--- config.mk ---
export PLATFORM = sky130hd
export DESIGN_NAME = pdp8_clk_enable_flat
export DESIGN_NICKNAME = d
export VERILOG_FILES = /design/src/rtl/pdp8_clk_enable_if.sv /design/src/rtl/pdp8_clk_enable.sv /design/src/flat_wrapper.sv
export SDC_FILE = /design/constraint.sdc
export NUM_CORES = 1
export LEC_CHECK = 0
export ABC_AREA = 1
export ABC_CLOCK_PERIOD_IN_PS = 3200
export CELL_PAD_IN_SITES_DETAIL_PLACEMENT = 1
export CELL_PAD_IN_SITES_GLOBAL_PLACEMENT = 2
export CORE_MARGIN = 1.5
export CORE_UTILIZATION = 36
export CTS_CLUSTER_DIAMETER = 30
export CTS_CLUSTER_SIZE = 30
export DETAILED_ROUTE_END_ITERATION = 16
export GPL_TIMING_DRIVEN = 0
export MAX_ROUTING_LAYER = met4
export PLACE_DENSITY_LB_ADDON = 0.1
export SLEW_MARGIN = 20
export SYNTH_ARGS = -nofsm -noshare
export SYNTH_HDL_FRONTEND = slang
export SYNTH_SLANG_ARGS = --single-unit
export TNS_END_PERCENT = 1
--- constraint.sdc ---
create_clock -name clk -period 3.2 [get_ports clk]
set_input_delay 0.64 -clock clk [delete_from_list [all_inputs] [get_ports clk]]
set_output_delay 0.64 -clock clk [all_outputs]
set_load 0.02 [all_outputs]
--- src/rtl/pdp8_clk_enable_if.sv ---
// Front-panel control and CPU enable bundle for the PDP-8 clock-enable generator.
interface pdp8_clk_enable_if #(
  parameter int SEL_W     = 4,
  parameter int CNT_OUT_W = 16
);
  logic [SEL_W-1:0]     rate_sel;
  logic [1:0]           mode;
  logic                 step;
  logic [7:0]           burst_len;
  logic                 ce;
  logic                 busy;
  logic [CNT_OUT_W-1:0] ce_count;

  modport master (output rate_sel, mode, step, burst_len,
                  input  ce, busy, ce_count);
  modport slave  (input  rate_sel, mode, step, burst_len,
                  output ce, busy, ce_count);
endinterface

--- src/rtl/pdp8_clk_enable.sv ---
// CPU clock-enable generator: power-of-two rate, halt, single-step and counted
// burst modes, all producing a registered one-cycle ce on the system clock.
module pdp8_clk_enable #(
  parameter int CNT_W       = 25,
  parameter int SEL_W       = 4,
  parameter int SYNC_STAGES = 2,
  parameter int CNT_OUT_W   = 16
) (
  input  logic               clk,
  input  logic               reset,
  pdp8_clk_enable_if.slave   bus
);
  localparam logic [2:0] S_HALT  = 3'd0;
  localparam logic [2:0] S_RUN   = 3'd1;
  localparam logic [2:0] S_STEP  = 3'd2;
  localparam logic [2:0] S_BIDLE = 3'd3;
  localparam logic [2:0] S_BACT  = 3'd4;
  localparam int unsigned MAX_SH = CNT_W - 1;

  logic [2:0]             state_q, state_d;
  logic [CNT_W-1:0]       cnt_q, cnt_d, period_m1;
  logic [8:0]             rem_q, rem_d;
  logic                   ce_q, ce_d, busy_q, busy_d;
  logic [CNT_OUT_W-1:0]   ce_count_q;
  logic [SEL_W-1:0]       rate_q;
  logic [SYNC_STAGES-1:0] sync_q;
  logic                   prev_q, rise_q;
  logic [1:0]             cls, entry_mode;
  logic [2:0]             entry_state;
  logic                   rate_chg;

  always_comb begin
    if (32'(bus.rate_sel) >= MAX_SH)
      period_m1 = {1'b0, {(CNT_W-1){1'b1}}};
    else
      period_m1 = (CNT_W'(1) << bus.rate_sel) - CNT_W'(1);
  end

  always_comb begin
    case (state_q)
      S_RUN:   cls = 2'b00;
      S_HALT:  cls = 2'b01;
      S_STEP:  cls = 2'b10;
      default: cls = 2'b11;
    endcase
    entry_mode = bus.mode;
    case (entry_mode)
      2'b00:   entry_state = S_RUN;
      2'b01:   entry_state = S_HALT;
      2'b10:   entry_state = S_STEP;
      default: entry_state = S_BIDLE;
    endcase
  end

  assign rate_chg = (bus.rate_sel != rate_q);

  always_comb begin
    state_d = state_q;
    cnt_d   = cnt_q;
    rem_d   = rem_q;
    ce_d    = 1'b0;
    busy_d  = busy_q;
    if (bus.mode != cls) begin
      // Mode change wins over everything, including a coincident step edge.
      state_d = entry_state;
      cnt_d   = period_m1;
      busy_d  = 1'b0;
    end else begin
      case (state_q)
        S_RUN: begin
          if (rate_chg) cnt_d = period_m1;
          else if (cnt_q == '0) begin
            ce_d  = 1'b1;
            cnt_d = period_m1;
          end else cnt_d = cnt_q - CNT_W'(1);
        end
        S_HALT: cnt_d = period_m1;
        S_STEP: begin
          cnt_d = period_m1;
          ce_d  = rise_q;
        end
        S_BIDLE: begin
          cnt_d = period_m1;
          if (rise_q) begin
            rem_d   = (bus.burst_len == 8'd0) ? 9'd256 : {1'b0, bus.burst_len};
            busy_d  = 1'b1;
            state_d = S_BACT;
          end
        end
        S_BACT: begin
          if (rem_q == '0) begin
            state_d = S_BIDLE;
            busy_d  = 1'b0;
            cnt_d   = period_m1;
          end else if (rate_chg) cnt_d = period_m1;
          else if (cnt_q == '0) begin
            ce_d  = 1'b1;
            rem_d = rem_q - 9'd1;
            cnt_d = period_m1;
          end else cnt_d = cnt_q - CNT_W'(1);
        end
        default: state_d = S_HALT;
      endcase
    end
  end

  always_ff @(posedge clk or posedge reset) begin
    if (reset) begin
      state_q    <= S_HALT;
      cnt_q      <= '0;
      rem_q      <= '0;
      ce_q       <= 1'b0;
      busy_q     <= 1'b0;
      ce_count_q <= '0;
      rate_q     <= '0;
      sync_q     <= '0;
      prev_q     <= 1'b0;
      rise_q     <= 1'b0;
    end else begin
      state_q    <= state_d;
      cnt_q      <= cnt_d;
      rem_q      <= rem_d;
      ce_q       <= ce_d;
      busy_q     <= busy_d;
      ce_count_q <= ce_count_q + {{(CNT_OUT_W-1){1'b0}}, ce_q};
      rate_q     <= bus.rate_sel;
      sync_q     <= {sync_q[SYNC_STAGES-2:0], bus.step};
      prev_q     <= sync_q[SYNC_STAGES-1];
      rise_q     <= sync_q[SYNC_STAGES-1] & ~prev_q;
    end
  end

  assign bus.ce       = ce_q;
  assign bus.busy     = busy_q;
  assign bus.ce_count = ce_count_q;
endmodule

--- src/flat_wrapper.sv ---
// flat-port wrapper written by rule: the top's interface ports become plain ports
module pdp8_clk_enable_flat 
#(
  parameter int CNT_W       = 25,
  parameter int SEL_W       = 4,
  parameter int SYNC_STAGES = 2,
  parameter int CNT_OUT_W   = 16
)
  (clk, reset, bus_rate_sel, bus_mode, bus_step, bus_burst_len, bus_ce, bus_busy, bus_ce_count);
  pdp8_clk_enable_if #(.SEL_W(SEL_W), .CNT_OUT_W(CNT_OUT_W)) bus_i ();
  input  logic clk;
  input  logic reset;
  input wire logic [$bits(bus_i.rate_sel)-1:0] bus_rate_sel;
  input wire logic [$bits(bus_i.mode)-1:0] bus_mode;
  input wire logic [$bits(bus_i.step)-1:0] bus_step;
  input wire logic [$bits(bus_i.burst_len)-1:0] bus_burst_len;
  output wire logic [$bits(bus_i.ce)-1:0] bus_ce;
  output wire logic [$bits(bus_i.busy)-1:0] bus_busy;
  output wire logic [$bits(bus_i.ce_count)-1:0] bus_ce_count;
  assign bus_i.rate_sel = bus_rate_sel;
  assign bus_i.mode = bus_mode;
  assign bus_i.step = bus_step;
  assign bus_i.burst_len = bus_burst_len;
  assign bus_ce = bus_i.ce;
  assign bus_busy = bus_i.busy;
  assign bus_ce_count = bus_i.ce_count;
  pdp8_clk_enable #(.CNT_W(CNT_W), .SEL_W(SEL_W), .SYNC_STAGES(SYNC_STAGES), .CNT_OUT_W(CNT_OUT_W)) u_core (.clk(clk), .reset(reset), .bus(bus_i));
endmodule
==> impl_metrics.csv <==
group,metric,value,unit
setup_path,arrival,3.07,ns
sta,layout_min_cycle_time,2.78,ns
pwr,ir_drop,286,uV
clock_network,cts_buffer_depth,2,
layout,nets,608,
sta,fin_tns_setup,0,ns
placement,dp_slack,0.0300,ns
logic_synthesis,synth_area_leaders,"dfrtp_1 39%, nand2_1 11%, nor2_1 8.1%",
drt,drc,0,
drt,vias,3660,
logic_synthesis,synthCells,538,
clock_network,clk_pin_slew,0.07,ns
setup_path,r2r_slack,0.85,ns
sta,fmax,359,MHz
clock_network,cts_resized,0,
logic_synthesis,yosys.area_share.simple,32.5,%
clock_network,root_buffer,"clkbuf_8",
setup_path,r2r-end,"u_core.cnt_q[13]",
sta,hold_viol_final,0,
setup_path,rr_worst_depth,14,
logic_synthesis,synth_edf_count,0,
clock_network,post-cts-setup-buffer-count,0,
setup_path,path_class,"primary input to register",
setup_path,worstPathRequired,3.49,ns
setup_path,max_stage_delay,0.46,ns
grt,gr-usage-met3,2.81,%
clock_network,ctsHoldBuffers,0,
placement,dp_hpwl,8450,um
logic_synthesis,synth_area,4020,sq um
grt,use_met2,33.6,%
grt,grt_antenna_before_repair,0,
hold_path,min_path_type,"register to register",
floorplan,ioPinCount,35,
hold_path,min_from,"u_core.sync_q[0]",
layout,nFillCells,1367,
grt,gr-max-usage-layer,"met2",
logic_synthesis,netlist.area_leader.share,39.3,%
logic_synthesis,synth-async-reset-ratio,100,%
sta,timing.hold.ws,0.355,ns
grt,grt_pass1_wl,19200,um
placement,io_buffer_count,34,
sta,fin_crit_sh,87.0,%
setup_path,slowest_stage,"clkdlybuf4s50_1",
clock_network,clk_latency,0.35,ns
clock_network,cts_tree,"yes",
sta,finalMaxSlewViolations,0,
status,outcome,"finished clean",
logic_synthesis,synth_most_common_cell,"nand2_1",
logic_synthesis,synth_cell_type_count,38,
clock_network,cts_buffers,9,
logic_synthesis,synth.area.mux_share,0,%
setup_path,critPathLaunch,"bus_rate_sel[2]",
logic_synthesis,synth-adder-area-share,2.18,%
drt,dr.pass1.iters,4,
layout,utilization,43.8,%
floorplan,coreArea,10800,sq um
clock_network,clkSinkCount,63,
logic_synthesis,ys_seq_area_share,39.3,%
logic_synthesis,yosys_warnings,0,
drt,viasPerCell,5.02,
floorplan,rows,38,
setup_path,crit_buf_inv,5,
grt,grt_usage,21.9,%
drt,drt-wirelength-per-cell,15.2,um
drt,ant_nets,0,
sta,worstMarginPinSlew,0.643,ns
clock_network,cts_max_level,3,
layout,drive_above_1_share,11.5,%
sta,max_slew_margin,57.1,%
pwr,leakage,2.18,nW
placement,place_inst,713,
setup_path,endpoint_kind,"register",
logic_synthesis,ys_ff_latch,63,
drt,drt_wl_total,11100,um
floorplan,initial_utilization,37.0,%
job,cap_violations,0,
sta,finalSetupViolations,0,
layout,antennaDiodeCount,0,
logic_synthesis,synth_common_cells,"115 x nand2_1, 87 x nor2_1, 63 x dfrtp_1",
layout,area_growth_syn_to_layout,18.1,%
floorplan,die_area,11800,sq um
logic_synthesis,synth_top_family_by_area,"simple AND/OR/NAND/NOR gates",
logic_synthesis,synth_xor_xnor_area_share,8.69,%
drt,drt_first_iter_violations,154,
grt,grt_pass1_vias,3809,
setup_path,r2r_start,"u_core.rem_q[0]",
grt,grt_overflow,0,
grt,gr-usage-met1,29.3,%
logic_synthesis,synth_area_per_cell,7.47,sq um
setup_path,crit_path_start_kind,"primary input",
placement,place_congestion,0.839,
sta,fin_ws,0.417,ns
floorplan,die_x,109,um
floorplan,die_h,109,um
logic_synthesis,synth_compound_area_share,10.1,%
hold_path,holdPathStages,0,
logic_synthesis,synth_area_leader_cell,"dfrtp_1",
grt,grt_start_max_net_pins,38,
logic_synthesis,synth-main-ff-cell,"dfrtp_1",
logic_synthesis,synth_nets,562,
setup_path,path_delay_family,"simple AND/OR/NAND/NOR gates",
sta,rsz0062_at_grt,"false",
sta,finClkSkew,0.00730,ns
pwr,p_per_area,636,nW/um^2
hold_path,hold_end,"u_core.sync_q[1]",
layout,final_cells,729,
setup_path,critPathMaxFanout,10,
setup_path,crit_path_cell_trace,"clkdlybuf4s50_1 > buf_2 > inv_1 > nand2_1 > inv_1 > nand3_1 > ha_1 > o21ai_2 > nor2_1 > nand2_1 > nor2_2 > inv_1 > nand2_1 > nor2_1 > nor2_1",
logic make-up (layout without fill, tap and decap cells):
logic type / Yosys count / in the layout
AO/OA/AOI/OAI: 69 / 69
flip-flops: 63 / 63
AND/OR/NAND/NOR: 289 / 289
buffers and inverters: 71 / 122
XOR/XNOR: 39 / 39
adder cells (fa/ha/maj): 7 / 7
worst register-to-register path, stage by stage (launching register included):
cell,delay [ns]
dfrtp_1,0.41
inv_1,0.09
ha_1,0.17
nand2_1,0.08
nor2_1,0.22
nand3_1,0.19
nand2_2,0.17
nand2_1,0.15
nand2_4,0.14
inv_2,0.06
nand2_2,0.21
nand2_1,0.16
nand2_1,0.10
nor2_1,0.04
nor2_1,0.10
routing by layer:
metal | up-vias | wire length (um)
li1 | 1817 | -
met1 | 1775 | 5470
met2 | 55 | 5150
met3 | 13 | 297
met4 | 0 | 191
met5 | - | 0
sequential cells by signal, summed over array words and instances, names as in the netlist:
register,cells
u_core.rise_q,1
u_core.bus.busy,1
u_core.bus.ce_count,16
u_core.prev_q,1
u_core.state_q,3
u_core.rate_q,4
u_core.cnt_q,25
u_core.bus.ce,1
u_core.sync_q,2
u_core.rem_q,9
per-stage QoR:
step                      instance area, sq um  power, mW
final                                     4740       3.02
after floorplan                           4020       1.99
after global placement                    4530       2.30
after CTS                                 4740       3.06
after global routing                      4740       3.27
after detailed placement                  4550       2.34
power breakdown:
part | switching [mW] | internal (mW)
sequential | 0.176 | 0.950
combinational | 0.758 | 0.421
clock | 0.331 | 0.378
total | 1.27 | 1.75
layout by cell type (no fill, tap or decap), types with 4 or more instances in the layout:
| cell type | count |
|---|---|
| inv_2 | 8 |
| nand4_1 | 9 |
| clkbuf_1 | 4 |
| ha_1 | 7 |
| dfrtp_1 | 63 |
| o21ai_0 | 22 |
| o211ai_1 | 5 |
| nor2_1 | 87 |
| a21oi_1 | 18 |
| clkbuf_8 | 10 |
| xor2_1 | 26 |
| clkdlybuf4s50_1 | 34 |
| nand2_2 | 6 |
| buf_2 | 6 |
| o21ai_2 | 10 |
| o21ai_1 | 8 |
| nand3_1 | 42 |
| nor2_2 | 6 |
| inv_1 | 50 |
| xnor2_1 | 12 |
| nor3_1 | 6 |
| nand2_1 | 115 |
cell type report:
cell class	instances	area, sq um	share of cell area [%]
clock inverter	4	45.0	0.949
timing repair buffer	35	360	7.59
buffer	11	67.6	1.42
clock buffer	12	145	3.06
tap	140	175	3.69
multi-input combinational	404	2150	45.3
inverter	60	228	4.80
sequential	63	1580	33.2
how the worst max path moves through the flow:
stage | end | slack (ns) | cells past startpoint
3_3_place_gp | u_core.cnt_q[2] | -0.33 | 2
6_report | u_core.cnt_q[22] | 0.42 | 15
5_1_grt | u_core.cnt_q[18] | 0.15 | 15
4_1_cts | u_core.cnt_q[22] | 0.42 | 15
2_1_floorplan | u_core.bus.busy | 0.99 | 1
3_5_place_dp | u_core.cnt_q[22] | 0.03 | 15
Power figures use the tool's default switching activity.
==> variant 1, RTL diff (same flow settings) <==
`SYNC_STAGES` is set to 2 in 2 places; all go to 4.
--- a/src/rtl/pdp8_clk_enable.sv
+++ b/src/rtl/pdp8_clk_enable.sv
@@ -3,7 +3,7 @@
 module pdp8_clk_enable #(
   parameter int CNT_W       = 25,
   parameter int SEL_W       = 4,
-  parameter int SYNC_STAGES = 2,
+  parameter int SYNC_STAGES = 4,
   parameter int CNT_OUT_W   = 16
 ) (
   input  logic               clk,
--- a/src/flat_wrapper.sv
+++ b/src/flat_wrapper.sv
@@ -3,7 +3,7 @@
 #(
   parameter int CNT_W       = 25,
   parameter int SEL_W       = 4,
-  parameter int SYNC_STAGES = 2,
+  parameter int SYNC_STAGES = 4,
   parameter int CNT_OUT_W   = 16
 )
   (clk, reset, bus_rate_sel, bus_mode, bus_step, bus_burst_len, bus_ce, bus_busy, bus_ce_count);
Function: changed (a bounded check fails within 10 cycles, from zero or initial values and one cycle with reset high).
==> variant 1 against the unedited design <==
  * Total power is 2.1% lower
  * Worst setup slack better by 0.18 ns
  * Clock power is 37% higher
  * Final area is 3.8% higher
  * Via count is 2.3% higher
  * Area after synthesis is 1.9% higher
  * Wire length is 1.7% higher
  * Sequential cell count is 2 higher
==> variant 1: results (changes against the unedited design) <==
synthesis:
  synth-compound-area-share_pct: 8.77  # -1.4 points
  seq_area_frac_synth_pct: 39.7  # +0.49 points
  synth_xor_xnor_area_share_pct: 7.49  # -1.2 points
  synth.top_cells.by_area: "dfrtp_1 40%, nand2_1 13%, nor2_1 6.6%"
  synth.area.mux_share_pct: 0.245  # +0.24 points
  synthAdderAreaFrac_pct: 2.14  # -0.041 points
  post_synth_num_cell_types: 39  # +2.6%
  synth.top_cells.by_count: "141 x nand2_1, 72 x nor2_1, 70 x inv_1, 65 x dfrtp_1, 46 x nand3_1"
  synth_nets: 582  # +3.6%
grt:
  antenna_violations_before_repair: 0  # unchanged
  maximum_number_of_pins_on_one_net_before_global_route_repair: 48  # +26%
  grtUsageTotal_pct: 21.7  # -0.17 points
  grt_pass1_wl_um: 19300  # +0.36%
  via_count_of_the_first_global_routing_pass: 3899  # +2.4%
worst_setup_path:
  cp_slowest_stage_delay_ns: 0.62  # +0.16 ns
  r2r-start: "u_core.cnt_q[0]"
  worst-path-max-fanout: 7  # -3
  critical-path-top-delay-family: "buffers and inverters"
  critical_path_arrival_ns: 2.84  # -0.23 ns
  r2r_cells: 11  # -3
  crit_path_start: "bus_rate_sel[0]"
routing:
  detail_route.vias_per_cell: 5.01  # -0.28%
  drt_first_iter_violations: 132  # -14%
  route.detailed.wl_per_inst_um: 15.1  # -0.84%
place:
  placement.cell_area_mm2: 0.00464  # +1.8%
  place_congestion: 0.819  # -2.5%
finish:
  design.final.nets: 628  # +3.3%
  diodes: 0  # unchanged
  final_layout_size_suffix_gt1_share_pct: 8.88  # -2.7 points
  largest_register: "u_core.cnt_q"
sta:
  worst_margin_pin_slew_ns: 0.868  # +0.225 ns
  clock-skew-final_ns: 0.00591  # -0.00138 ns
status:
  outcome: "finished clean"
pwr:
  static-leakage-power_nw: 2.33  # +6.9%
clock_tree:
  cts-root-buf: "clkbuf_16"
floorplanning:
  starting_density_pct: 37.3  # +0.21 points
==> variant 1: cell count changes in the layout (fill, tap and decap cells not counted), moves of 3 or more <==
cell       change
o211ai_1       -3
nor4_1         +3
nand2_2        -3
buf_2          -5
nand3_1        +4
o21ai_2        -4
nor2_1        -15
a21oi_1        +3
o21ai_1        -3
clkbuf_16      +9
o21ai_0        -8
nand2_1       +26
inv_1         +19
clkbuf_8      -10
==> variant 1: per-stage QoR <==
step	cells	power, W	hold slack [ns]	setup WS (ns)
detailed placement	733	0.00200	0.338	0.233
finish	748	0.00295	0.347	0.599
global route	748	0.00317	0.360	0.377
floorplan	558	0.00172	0.331	0.934
global placement	732	0.00196	0.333	-0.397
CTS	748	0.00300	0.350	0.597
==> variant 1: final timing paths <==
check | endpoint
worst max-delay path | u_core.cnt_q[8]
worst min-delay path | u_core.sync_q[1]
worst max register to register | u_core.rem_q[6]
worst min register to register | u_core.sync_q[1]
max in group asynchronous | u_core.cnt_q[1]
min in group asynchronous | u_core.bus.ce_count[9]
==> variant 1: area by class of cell <==
| type | count | area (µm²) |
|---|---|---|
| fillers | 1386 | 6060 |
| multi-input cells | 405 | 2100 |
| flip-flops and latches | 65 | 1630 |
| repair buffers | 35 | 368 |
| inverters | 76 | 288 |
| clock buffers | 9 | 225 |
| well taps | 140 | 175 |
| plain buffers | 12 | 76.3 |
| clock inverters | 6 | 60.1 |
==> variant 1: worst register-to-register path, delay by kind of cell, from the launching register on <==
family                     cells  cell delay, ns
and+or+nand+nor                8            1.27
DFF                            1            0.39
adders and majority gates      1            0.27
buffers and inverters          1            0.18
AOI/OAI and AO/OA              1            0.12
==> variant 1: logic make-up (layout without fill, tap and decap cells) <==
family,count (synthesis),count (layout)
muxes,1,1
and+or+nand+nor,302,302
AOI/OAI and AO/OA,60,60
xor gates and xnor gates,35,35
adders and majority gates,7,7
buffers and inverters,88,138
DFF,65,65
==> variant 1: metal layers <==
layer	up-vias	global-route usage, %	wire length [µm]
li1	1873	-	-
met1	1825	28.0	5580
met2	35	34.1	5270
met3	12	3.73	254
met5	-	-	0
met4	0	8.07	191
==> variant 1: report_power, final <==
part	total, W	leakage [nW]	internal, W	switching, W
clock network	0.000972	0.137	0.000593	0.000378
registers	0.00109	0.824	0.000951	0.000142
logic	0.000887	1.37	0.000313	0.000575
total	0.00295	2.33	0.00186	0.00109
==> variant 2, RTL diff (same settings) <==
Made on the original files. Reset style: synchronous (`reset`), changed in one clocked block.
--- a/src/rtl/pdp8_clk_enable.sv
+++ b/src/rtl/pdp8_clk_enable.sv
@@ -104,7 +104,7 @@
     end
   end
 
-  always_ff @(posedge clk or posedge reset) begin
+  always_ff @(posedge clk) begin
     if (reset) begin
       state_q    <= S_HALT;
       cnt_q      <= '0;
Behaviour: differs if reset is asserted again (counterexample within 4 cycles, from zero or initial values and one cycle with reset high); with reset held inactive, the same outputs for 10 cycles.
==> variant 2 against the unedited design <==
  * Worst setup slack better by 0.072 ns
  * Global-route usage up 2.0 points
  * Sequential cell count unchanged
  * Critical endpoint is now u_core.cnt_q[20]
  * Maximum frequency up 2.7%
  * Final area down 1.4%
  * Final cell count up 12%
  * Wire length up 13%
  * Area after synthesis up 0.81%
Power is not compared: it rests on default switching activity, and its combinational part moved more than twofold at a synthesized area within 25%.
==> variant 2: results (changes against the unedited design) <==
status:
  outcome: "finished clean"
grt:
  grt_pass1_wl_um: 21200  # +10%
  via_count_of_the_first_global_routing_pass: 4297  # +13%
  maximum_number_of_pins_on_one_net_before_global_route_repair: 11  # -71%
  grtUsageTotal_pct: 23.9  # +2.0 points
worst_setup_path:
  critical-path-top-delay-family: "buffers and inverters"
  cp_slowest_stage_delay_ns: 0.62  # +0.16 ns
  worst-path-max-fanout: 6  # -4
finish:
  diodes: 0  # unchanged
  filler_cell_count: 1466  # +7.2%
  final_layout_size_suffix_gt1_share_pct: 9.05  # -2.5 points
  design.final.nets: 695  # +14%
synthesis:
  synth-compound-area-share_pct: 12.5  # +2.4 points
  postSynth.topFlopCell: "dfxtp_1"
  async_s_r_ff_share_synth_pct: 0  # -100 points
  synth.top_cells.by_area: "dfxtp_1 31%, nand2_1 12%, nor2_1 8.6%"
  synth.top_cells.by_count: "127 x nand2_1, 93 x nor2_1, 79 x inv_1, 63 x dfxtp_1, 57 x nand3_1"
  synth_xor_xnor_area_share_pct: 5.41  # -3.3 points
  synthAdderAreaFrac_pct: 2.16  # -0.018 points
  synth_nets: 653  # +16%
  seq_area_frac_synth_pct: 31.1  # -8.1 points
place:
  port_buffers: 31  # -8.8%
  place_congestion: 0.846  # +0.81%
  detailedPlacementHpwl_um: 9590  # +13%
pwr:
  static-leakage-power_nw: 1.98
  worst_ir_drop_vdd_uv: 210
min_path:
  min_path_type: "reg -> reg"
routing:
  detail_route.vias_per_cell: 5.16  # +2.9%
  drt_first_iter_violations: 192  # +25%
  route.detailed.wl_per_inst_um: 15.4  # +0.77%
sta:
  clock-skew-final_ns: 0.0108  # +0.00353 ns
  slew-limit-headroom_pct: 54.4  # -2.7 points
clock_tree:
  cts_repair_resize_count: 0  # unchanged
  insertion_delay_ns: 0.36
  clockBufferDepth: 2  # unchanged
==> variant 2: cell types whose count changed after synthesis, sizes merged, moves of 11 or more <==
cell / before / now
dfrtp: 63 / 0
inv: 59 / 84
dfxtp: 0 / 63
nand2: 123 / 137
nor3: 6 / 17
a21oi: 18 / 46
nand3: 45 / 60
==> variant 2: routing by layer <==
layer | GRT usage, % | share of wire (%)
met1 | 29.0 | 47
met2 | 40.9 | 48
met3 | 2.69 | 3.1
met4 | 8.36 | 1.7
met5 | - | 0
==> variant 2: cell type report <==
cell class | instances | area [µm²] | area share, %
tap | 140 | 175 | 3.74
buffer | 18 | 106 | 2.27
clock inverter | 2 | 10.0 | 0.214
sequential | 63 | 1260 | 27.0
timing repair buffer | 31 | 310 | 6.63
multi-input combinational | 464 | 2370 | 50.6
clock buffer | 12 | 135 | 2.89
inverter | 84 | 315 | 6.74
==> variant 2: power breakdown <==
group	internal (W)	leakage, nW	switching (W)
registers	0.000808	0.514	0.0000235
logic	0.000100	1.39	0.000188
clock network	0.000271	0.0761	0.000317
==> variant 2: final timing paths <==
check	startpoint	end	slack [ns]	cells past startpoint
max	bus_rate_sel[1]	u_core.cnt_q[20]	0.49	12
min	u_core.prev_q	u_core.rise_q	0.39	1
max reg2reg	u_core.cnt_q[0]	u_core.cnt_q[13]	1.04	13
min reg2reg	u_core.prev_q	u_core.rise_q	0.39	1
==> variant 2: worst register-to-register path, cell delays in order (launching register included) <==
cell,delay (ns)
dfxtp_1,0.30
inv_1,0.11
ha_1,0.21
nand2_1,0.13
nor2_2,0.28
nand3_2,0.15
nor2_2,0.18
nor2_1,0.10
nand2_2,0.11
buf_6,0.18
nand3_1,0.12
nand3_1,0.10
nand2_1,0.06
inv_1,0.07
==> variant 2: logic make-up after synthesis <==
logic type	Yosys count
AO/OA/AOI/OAI	90
XOR/XNOR	25
adder cells (fa/ha/maj)	7
buffers and inverters	102
flip-flops	63
AND/OR/NAND/NOR	342
==> variant 2: through the flow <==
step	std cells	cell area [µm²]	setup WS, ns	hold slack (ns)	utilization (%)
final	814	4680	0.489	0.393	43.0
after global routing	814	4680	0.307	0.412	43.0
after CTS	814	4680	0.514	0.398	43.0
after detailed placement	800	4530	0.138	0.388	41.6
after global placement	800	4530	0.211	0.380	41.6
after floorplan	629	4050	1.10	0.373	-
